===== src/rtl/object_catcher_if.sv =====
// Bus between the falling-object catcher and its surroundings: game controls and
// object/player coordinates in, object position, pulses and scoreboard out.
interface object_catcher_if #(
    parameter int SCORE_W = 16
);
    logic               start;
    logic               frame_tick;
    logic [10:0]        object_position;
    logic [10:0]        player_position;
    logic [10:0]        object_x;
    logic [10:0]        object_y;
    logic               spawn_req;
    logic               catch_pulse;
    logic               miss_pulse;
    logic [SCORE_W-1:0] score;
    logic [2:0]         lives;
    logic               game_over;

    modport master (
        output start, frame_tick, object_position, player_position,
        input  object_x, object_y, spawn_req, catch_pulse, miss_pulse,
               score, lives, game_over
    );

    modport slave (
        input  start, frame_tick, object_position, player_position,
        output object_x, object_y, spawn_req, catch_pulse, miss_pulse,
               score, lives, game_over
    );
endinterface


===== src/rtl/object_catcher.sv =====
// Falling-object game core: latches a spawn position, drops the object once per
// frame, judges catch/miss at the catch line and keeps score, lives and game over.
module object_catcher #(
    parameter int PLAYER_Y   = 440,
    parameter int FALL_STEP  = 8,
    parameter int OBJ_W      = 32,
    parameter int PLAYER_W   = 64,
    parameter int LIVES_INIT = 3,
    parameter int SCORE_W    = 16
) (
    input  logic              clk,
    input  logic              rst,
    object_catcher_if.slave   bus
);

    typedef enum logic [2:0] {
        IDLE,
        RESPAWN,
        FALL,
        CHECK,
        OVER
    } state_t;

    localparam logic [11:0]        PLAYER_Y_W   = 12'(PLAYER_Y);
    localparam logic [10:0]        PLAYER_Y_ROW = 11'(PLAYER_Y);
    localparam logic [11:0]        FALL_STEP_W  = 12'(FALL_STEP);
    localparam logic [11:0]        OBJ_W_W      = 12'(OBJ_W);
    localparam logic [11:0]        PLAYER_W_W   = 12'(PLAYER_W);
    localparam logic [2:0]         LIVES_RESET  = 3'(LIVES_INIT);
    localparam logic [SCORE_W-1:0] SCORE_ONE    = {{(SCORE_W-1){1'b0}}, 1'b1};

    state_t             state_q, state_d;
    logic [10:0]        object_x_q, object_x_d;
    logic [10:0]        object_y_q, object_y_d;
    logic [SCORE_W-1:0] score_q, score_d;
    logic [2:0]         lives_q, lives_d;
    logic               spawn_req_q, spawn_req_d;
    logic               catch_pulse_q, catch_pulse_d;
    logic               miss_pulse_q, miss_pulse_d;
    logic               game_over_q, game_over_d;

    logic [11:0] y_sum;
    logic [11:0] obj_right;
    logic [11:0] player_right;
    logic        overlap;

    // All geometry is widened to 12 bits so objects near the right screen edge cannot wrap.
    always_comb begin
        y_sum        = {1'b0, object_y_q} + FALL_STEP_W;
        obj_right    = {1'b0, object_x_q} + OBJ_W_W;
        player_right = {1'b0, bus.player_position} + PLAYER_W_W;
        overlap      = (obj_right > {1'b0, bus.player_position}) &&
                       ({1'b0, object_x_q} < player_right);
    end

    always_comb begin
        state_d       = state_q;
        object_x_d    = object_x_q;
        object_y_d    = object_y_q;
        score_d       = score_q;
        lives_d       = lives_q;
        spawn_req_d   = 1'b0;
        catch_pulse_d = 1'b0;
        miss_pulse_d  = 1'b0;
        game_over_d   = game_over_q;

        case (state_q)
            IDLE: begin
                if (bus.start) begin
                    state_d     = RESPAWN;
                    spawn_req_d = 1'b1;
                end
            end
            RESPAWN: begin
                object_x_d = bus.object_position;
                object_y_d = '0;
                state_d    = FALL;
            end
            FALL: begin
                // The catch verdict is registered on the landing tick so the pulse lines up with CHECK.
                if (bus.frame_tick) begin
                    if (y_sum >= PLAYER_Y_W) begin
                        object_y_d = PLAYER_Y_ROW;
                        state_d    = CHECK;
                        if (overlap) begin
                            catch_pulse_d = 1'b1;
                            score_d       = (score_q == '1) ? score_q : score_q + SCORE_ONE;
                        end else begin
                            miss_pulse_d = 1'b1;
                            lives_d      = lives_q - 3'd1;
                        end
                    end else begin
                        object_y_d = y_sum[10:0];
                    end
                end
            end
            CHECK: begin
                if (miss_pulse_q && (lives_q == 3'd0)) begin
                    state_d     = OVER;
                    game_over_d = 1'b1;
                end else begin
                    state_d     = RESPAWN;
                    spawn_req_d = 1'b1;
                end
            end
            OVER: begin
                if (bus.start) begin
                    score_d     = '0;
                    lives_d     = LIVES_RESET;
                    game_over_d = 1'b0;
                    state_d     = RESPAWN;
                    spawn_req_d = 1'b1;
                end
            end
            default: begin
                state_d = IDLE;
            end
        endcase
    end

    always_ff @(posedge clk) begin
        if (rst) begin
            state_q       <= IDLE;
            object_x_q    <= '0;
            object_y_q    <= '0;
            score_q       <= '0;
            lives_q       <= LIVES_RESET;
            spawn_req_q   <= 1'b0;
            catch_pulse_q <= 1'b0;
            miss_pulse_q  <= 1'b0;
            game_over_q   <= 1'b0;
        end else begin
            state_q       <= state_d;
            object_x_q    <= object_x_d;
            object_y_q    <= object_y_d;
            score_q       <= score_d;
            lives_q       <= lives_d;
            spawn_req_q   <= spawn_req_d;
            catch_pulse_q <= catch_pulse_d;
            miss_pulse_q  <= miss_pulse_d;
            game_over_q   <= game_over_d;
        end
    end

    assign bus.object_x    = object_x_q;
    assign bus.object_y    = object_y_q;
    assign bus.score       = score_q;
    assign bus.lives       = lives_q;
    assign bus.spawn_req   = spawn_req_q;
    assign bus.catch_pulse = catch_pulse_q;
    assign bus.miss_pulse  = miss_pulse_q;
    assign bus.game_over   = game_over_q;

endmodule

===== src/flat_wrapper.sv =====
// flat-port wrapper written by rule: the top's interface ports become plain ports
module object_catcher_flat 
#(
    parameter int PLAYER_Y   = 440,
    parameter int FALL_STEP  = 8,
    parameter int OBJ_W      = 32,
    parameter int PLAYER_W   = 64,
    parameter int LIVES_INIT = 3,
    parameter int SCORE_W    = 16
)
  (clk, rst, bus_start, bus_frame_tick, bus_object_position, bus_player_position, bus_object_x, bus_object_y, bus_spawn_req, bus_catch_pulse, bus_miss_pulse, bus_score, bus_lives, bus_game_over);
  object_catcher_if #(.SCORE_W(SCORE_W)) bus_i ();
  input  logic clk;
  input  logic rst;
  input wire logic [$bits(bus_i.start)-1:0] bus_start;
  input wire logic [$bits(bus_i.frame_tick)-1:0] bus_frame_tick;
  input wire logic [$bits(bus_i.object_position)-1:0] bus_object_position;
  input wire logic [$bits(bus_i.player_position)-1:0] bus_player_position;
  output wire logic [$bits(bus_i.object_x)-1:0] bus_object_x;
  output wire logic [$bits(bus_i.object_y)-1:0] bus_object_y;
  output wire logic [$bits(bus_i.spawn_req)-1:0] bus_spawn_req;
  output wire logic [$bits(bus_i.catch_pulse)-1:0] bus_catch_pulse;
  output wire logic [$bits(bus_i.miss_pulse)-1:0] bus_miss_pulse;
  output wire logic [$bits(bus_i.score)-1:0] bus_score;
  output wire logic [$bits(bus_i.lives)-1:0] bus_lives;
  output wire logic [$bits(bus_i.game_over)-1:0] bus_game_over;
  assign bus_i.start = bus_start;
  assign bus_i.frame_tick = bus_frame_tick;
  assign bus_i.object_position = bus_object_position;
  assign bus_i.player_position = bus_player_position;
  assign bus_object_x = bus_i.object_x;
  assign bus_object_y = bus_i.object_y;
  assign bus_spawn_req = bus_i.spawn_req;
  assign bus_catch_pulse = bus_i.catch_pulse;
  assign bus_miss_pulse = bus_i.miss_pulse;
  assign bus_score = bus_i.score;
  assign bus_lives = bus_i.lives;
  assign bus_game_over = bus_i.game_over;
  object_catcher #(.PLAYER_Y(PLAYER_Y), .FALL_STEP(FALL_STEP), .OBJ_W(OBJ_W), .PLAYER_W(PLAYER_W), .LIVES_INIT(LIVES_INIT), .SCORE_W(SCORE_W)) u_core (.clk(clk), .rst(rst), .bus(bus_i));
endmodule

===== config.mk =====
export PLATFORM = sky130hd
export DESIGN_NAME = object_catcher_flat
export DESIGN_NICKNAME = d
export VERILOG_FILES = /design/src/rtl/object_catcher_if.sv /design/src/rtl/object_catcher.sv /design/src/flat_wrapper.sv
export SDC_FILE = /design/constraint.sdc
export NUM_CORES = 1
export LEC_CHECK = 0
export BUFFER_PORTS_ARGS = -buffer_cell sky130_fd_sc_hd__buf_2
export CORE_MARGIN = 4
export CORE_UTILIZATION = 45
export CTS_CLUSTER_DIAMETER = 50
export DETAILED_ROUTE_END_ITERATION = 6
export HOLD_SLACK_MARGIN = 0.05
export PLACE_DENSITY_LB_ADDON = 0.25
export SLEW_MARGIN = 15
export SYNTH_ARGS = -nofsm -noshare
export SYNTH_HDL_FRONTEND = slang
export SYNTH_SLANG_ARGS = --single-unit

===== constraint.sdc =====
create_clock -name clk -period 2.65 [get_ports clk]
set_input_delay 0.53 -clock clk [delete_from_list [all_inputs] [get_ports clk]]
set_output_delay 0.53 -clock clk [all_outputs]
set_load 0.05 [all_outputs]

==> Word level (Yosys, flattened, before mapping) <==
Cells that the tools add are included.
{ "totals": {"regBits": 48, "input_bits": 26, "out_inout_bits": 45, "elab_cells": 74} }
{ "op_classes": {"add_sub_neg": 5, "order_cmp": 3, "n_eq_ne": 13, "n_mux": 27, "bitwise_logic": 3, "reduce_logical": 14} }
{ "ops": {"columns": ["cell", "count"], "rows": [
  ["$mux 16", 5],
  ["$pmux 16 s2", 1],
  ["$mux 3", 8],
  ["$mux 11", 2],
  ["$pmux 11 s2", 1],
  ["$add 16x1->16 const B", 1],
  ["$eq 16x16->1 const B", 1],
  ["$add 11x4->12 const B", 1],
  ["$add 11x6->12 const B", 1],
  ["$add 11x7->12 const B", 1],
  ["$ge 12x9->1 const B", 1],
  ["$gt 12x11->1", 1],
  ["$lt 11x12->1", 1],
  ["$pmux 3 s4", 1],
  ["$ne 2x1->1 const B", 4],
  ["$ne 2x2->1 const B", 4],
  ["$eq 3x2->1 const B", 2],
  ["$logic_not 3->1", 2],
  ["$mux 1", 6],
  ["$pmux 3 s2", 1],
  ["$reduce_and 3->1", 2],
  ["$reduce_and 6->1", 1],
  ["$reduce_bool 2->1", 3],
  ["$reduce_and 5->1", 1],
  ["9 further kinds", 13]
]} }

==> Logic depth before layout (Yosys ltp) <==
{ "depth": {"ltp_word": 7, "ltp_mapped": 12, "depth_no_buf": 11} }

==> Worst setup path before layout <==
Ideal clock, no wire load.
{ "synth_timing": {"path_type": "flip-flop to flip-flop", "startpoint": "reg u_core.object_x_q[5] (netlist: u_core.bus.object_x[5])", "endpoint": "reg u_core.score_q[15] (netlist: u_core.bus.score[15])", "setup_time_ns": 0.070, "arrival_time_ns": 2.967, "required_ns": 2.580, "setup_slack_ns": -0.387, "path_stages_with_launch": 13, "n_path_buf": 1, "period_less_slack_ns": 3.037, "cell_sequence": "dfxtp_1 -> ha_1 -> nand3_1 -> xnor2_1 -> ha_1 -> a21o_1 -> a221oi_1 -> o21ai_1 -> o211a_2 -> a21oi_2 -> buf_4 -> o31ai_1 -> a21oi_1"} }
{ "synth_between": {"elab_chain_cells": 5, "elab_cells_between_ends": 6, "cone_classes": "add/sub: 1; order compare: 2; eq/ne: 1; reduce/logical: 2"} }
{ "synth_rtl": {"columns": ["element", "line", "text"], "rows": [
  ["start: declaration", "object_catcher.sv:33", "logic [10:0] object_x_q, object_x_d;"],
  ["start signal: assignment", "object_catcher.sv:134", "object_x_q <= object_x_d;"],
  ["$add 11x6->12", "object_catcher.sv:50", "obj_right = {1'b0, object_x_q} + OBJ_W_W;"],
  ["$gt 12x11->1", "object_catcher.sv:52", "overlap = (obj_right > {1'b0, bus.player_position}) &&"],
  ["$logic_and 1x1->1 (*)", "object_catcher.sv:52", null],
  ["$ne 2x1->1 (no line) (*)", null, null],
  ["$reduce_and 6->1 (no line) (*)", null, null],
  ["end signal: assignment", "object_catcher.sv:136", "score_q <= score_d;"],
  ["end: declaration", "object_catcher.sv:35", "logic [SCORE_W-1:0] score_q, score_d;"]
]} }
Mark *: on every way between the ends. The rest lies on a longest branch, timed or not.
A chain may end at the register's enable or synchronous reset.

==> Worst setup path after layout <==
{ "layout_timing": {"startpoint": "reg u_core.object_x_q[7] (netlist: u_core.bus.object_x[7])", "endpoint": "reg u_core.lives_q[2] (netlist: u_core.bus.lives[2])"} }
{ "layout_between": {"elab_chain_cells": 5, "elab_cells_between_ends": 6, "cone_classes": "add/sub: 1; order compare: 2; eq/ne: 1; reduce/logical: 2"} }
{ "layout_rtl": {"columns": ["element", "line", "text"], "rows": [
  ["$add 11x6->12", "object_catcher.sv:50", null],
  ["$gt 12x11->1", "object_catcher.sv:52", null],
  ["$logic_and 1x1->1 (*)", "object_catcher.sv:52", null],
  ["$ne 2x2->1 (no line) (*)", null, null],
  ["$reduce_and 5->1 (no line) (*)", null, null],
  ["end signal: assignment", "object_catcher.sv:137", "lives_q <= lives_d;"],
  ["end: declaration", "object_catcher.sv:36", "logic [2:0] lives_q, lives_d;"]
]} }
Marks and branches as above.

==> impl_metrics.json <==
{
  "wl_per_cell_microns": 14.7,
  "end_kind": "flop",
  "cp_slowest_stage_delay_ns": 0.53,
  "drt-initial-drc-count": 130,
  "synth_seq_area_share_pct": 31.1,
  "n_antenna_cell": 0,
  "clk_pin_slew_ns": 0.08,
  "powerDensity_nw_per_um2": 467,
  "synth.ff_latch_count": 45,
  "synth.area.mux_share_pct": 0.345,
  "layout_setup_ws_ns": -0.0149,
  "internal_power_mw": 1.13,
  "cp_slowest_cell": "or4b_1",
  "routed_wirelength_mm": 7.80,
  "synthesis.area_sq_um": 2900,
  "final_nets": 503,
  "path_max_fanout": 5,
  "design_area_sq_um": 3780,
  "status": "finished, violations left",
  "dr_wl_met2_mm": 3.64,
  "clkPwrFrac_pct": 24.6,
  "timing.hold.ws_ns": 0.461,
  "clock-skew-final_ns": 0.00995,
  "synthXorXnorAreaFrac_pct": 2.11,
  "yosysTopAreaCell": "dfxtp_1",
  "syn2layout_area_growth_pct": 30.2,
  "num_vias": 2995,
  "antenna_found_initial": 0,
  "clockBufferDepth": 2,
  "final_max_slew_viol_count": 0,
  "placed_cells": 510,
  "clock_sinks": 45,
  "rsz0062_at_grt": "true",
  "drc": 0,
  "n_fill_cell": 567,
  "synth_area_leaders": "dfxtp_1, ha_1, a21oi_1",
  "setup_violations": 2,
  "required_ns": 2.88,
  "synthFlopType": "dfxtp_1",
  "failed_checks": "setup timing",
  "die_x_microns": 88.3,
  "gp_congestion": 0.851,
  "synth-simple-area-share_pct": 24.8,
  "yosys.area_share.adder_pct": 9.92,
  "avgSynthCellArea_sq_um": 8.06,
  "die_h_microns": 88.3,
  "grt_use_total_pct": 19.3,
  "grt_pass1_wl_mm": 12.3,
  "synth-edff-count": 0,
  "grt.overflow.total": 0,
  "synth.yosys.warnings": 0,
  "grt_pass1_vias": 2683,
  "power_frac_seq_pct": 42.4,
  "ys_async_sr_fraction_pct": 0,
  "dieArea_sq_um": 7790,
  "clock_latency_ns": 0.29,
  "synth_compound_area_share_pct": 26.0,
  "coreArea_sq_um": 6100,
  "dp_hpwl_mm": 5.52,
  "wl_met3_microns": 344,
  "leakage_nw": 1.70,
  "synthCells": 360,
  "hold_class": "primary input to flop",
  "ir_drop_v": 0.000277,
  "start_util_pct": 47.6,
  "start_kind": "flop",
  "wl_met1_mm": 3.72,
  "boundaryPins": 71,
  "maxUsedRoutingLayer": "met4",
  "hold_viol": 0,
  "worstPathArrival_ns": 2.89,
  "placed_cell_area_sq_um": 3440,
  "maxCapViolCount": 0,
  "cts_made_buffers": 5,
  "finalCritPeriodShare_pct": 101,
  "max_freq_mhz": 375,
  "path_class": "flop to flop",
  "min_period_ns": 2.66,
  "place_ws_ns": -0.198,
  "p_sw_mw": 0.633,
  "crit_path_cell_trace": "and3_4, nand3_2, xnor2_1, ha_1, nand3_4, a2111o_1, o21ai_2, o32ai_4, or4b_1, a21oi_1",
  "viasPerCell": 5.66,
  "comb_power_share_pct": 32.9,
  "p_sw_share_pct": 35.9,
  "yosysTopAreaCellShare_pct": 31.1,
  "ys_types": 64,
  "final_layout_size_suffix_gt1_share_pct": 31.9,
  "hold_buffers": 0,
  "htree_levels": 2,
  "ant_nets": 0,
  "fin_cells": 529,
  "tritoncts": "yes",
  "cts-root-buf": "clkbuf_8",
  "num_rows": 28,
  "grt_max_degree": 25,
  "portBuffers": 67,
  "dr.pass1.iters": 4,
  "synth_top_family_by_area": "compound AO/OA/AOI/OAI gates"
}
==> flip-flops by register name, summed over array words and instances (netlist names) <==
signal and count:
u_core.bus.object_y 8, u_core.bus.score 16, u_core.bus.game_over 1, u_core.bus.catch_pulse 1, u_core.bus.spawn_req 1, u_core.bus.object_x 11
u_core.bus.miss_pulse 1, u_core.bus.lives 3, u_core.state_q 3
==> per-stage QoR <==
stage / utilization [%] / power, mW / TNS, ns
5_1_grt: 62.0 / 1.87 / -2.10
3_3_place_gp: 56.5 / 1.26 / -1.51
4_1_cts: 58.2 / 1.70 / 0
2_1_floorplan: - / 1.12 / 0
3_5_place_dp: 56.5 / 1.27 / -2.11
6_report: 62.0 / 1.77 / -0.0190
==> power groups by stage <==
| stage | Sequential, mW | Clock [mW] | Combinational (mW) |
|---|---|---|---|
| floorplan | 0.850 | 0 | 0.266 |
| global placement | 0.763 | 0 | 0.495 |
| detailed placement | 0.763 | 0 | 0.505 |
| CTS | 0.748 | 0.442 | 0.514 |
| global route | 0.754 | 0.475 | 0.637 |
| finish | 0.749 | 0.435 | 0.582 |
==> final timing paths <==
check / cells after the start / end / slack (ns) / from
setup / recovery: 10 / u_core.bus.lives[2]$_SDFFE_PP0P_ / -0.01 / u_core.bus.object_x[7]$_SDFFE_PP0P_
hold / removal: 3 / u_core.bus.object_x[6]$_SDFFE_PP0P_ / 0.46 / bus_object_position[6]
setup reg to reg: 10 / u_core.bus.lives[2]$_SDFFE_PP0P_ / -0.01 / u_core.bus.object_x[7]$_SDFFE_PP0P_
hold reg to reg: 2 / u_core.bus.object_x[3]$_SDFFE_PP0P_ / 0.48 / u_core.bus.object_x[3]$_SDFFE_PP0P_
==> cells in the final DEF (no fill, tap or decap), drive strengths merged, types with 2 or more instances in the layout <==
master,count
and3b,2
nand2,45
xnor2,6
nor3,7
or4b,2
a41o,2
and2,5
o31ai,6
o21a,4
nand3,15
nor4,3
nor2,29
a31oi,5
clkbuf,7
conb,3
o21ai,23
ha,23
nor2b,4
a211oi,2
nor3b,3
buf,102
o311ai,12
nand2b,7
inv,17
nand4,7
and3,4
o41ai,2
dfxtp,45
a21oi,36
o211a,2
or4,3
a21o,4
==> kinds of logic (layout without fill, tap and decap cells) <==
| group | count (synthesis) | in the layout |
|---|---|---|
| buffers and inverters | 35 | 127 |
| flip-flops | 45 | 45 |
| AO/OA/AOI/OAI | 108 | 108 |
| multiplexers | 1 | 1 |
| AND/OR/NAND/NOR | 140 | 140 |
| XOR/XNOR | 7 | 7 |
| other | 1 | 3 |
| adder cells (fa/ha/maj) | 23 | 23 |
==> synth_stat cells (2+ instances only) <==
master / instances
or4_1: 3
ha_1: 23
a21oi_1: 35
clkbuf_1: 7
xnor2_1: 6
nor2b_1: 4
nor2_1: 28
o21ai_2: 2
and3_1: 4
a41o_1: 2
buf_6: 2
nor3b_1: 3
buf_2: 3
inv_1: 17
buf_4: 4
nand3_1: 14
dfxtp_1: 45
nand4_1: 7
o311ai_0: 6
o21a_1: 3
a31oi_1: 5
nand2_1: 45
nand2b_1: 7
a21o_1: 4
o311ai_1: 6
o31ai_1: 6
and3b_1: 2
nor3_1: 7
o21ai_0: 15
o21ai_1: 6
or4b_1: 2
and2_1: 5
==> final cells by class <==
class	count	area, sq um	share of cell area, %
multi-input cells	282	2000	53.1
flip-flops and latches	45	920	24.3
repair buffers	102	606	16.0
well taps	75	93.8	2.48
clock buffers	7	86.3	2.29
inverters	18	67.6	1.79
==> timing repair <==
action | in CTS | in global routing
gates resized for setup | 4 | 28
pin swaps | 2 | 25
setup endpoints to repair | 12 | 19
hold endpoints to repair | 0 | 0
buffers inserted | 0 | 12
==> worst max-delay path: cells and delay by family, from the launching register on <==
kind / cells / cell delay [ns]
AO/OA/AOI/OAI: 4 / 0.82
AND/OR/NAND/NOR: 4 / 0.92
adder cells (fa/ha/maj): 1 / 0.36
XOR/XNOR: 1 / 0.13
flip-flops: 1 / 0.38
==> routing by layer <==
layer / vias to the layer above / global-route usage, %
li1: 1512 / -
met1: 1400 / 27.1
met2: 73 / 30.9
met3: 10 / 3.17
met4: 0 / 5.36
met5: - / 0
No activity file was read; power rests on OpenSTA's default activity.
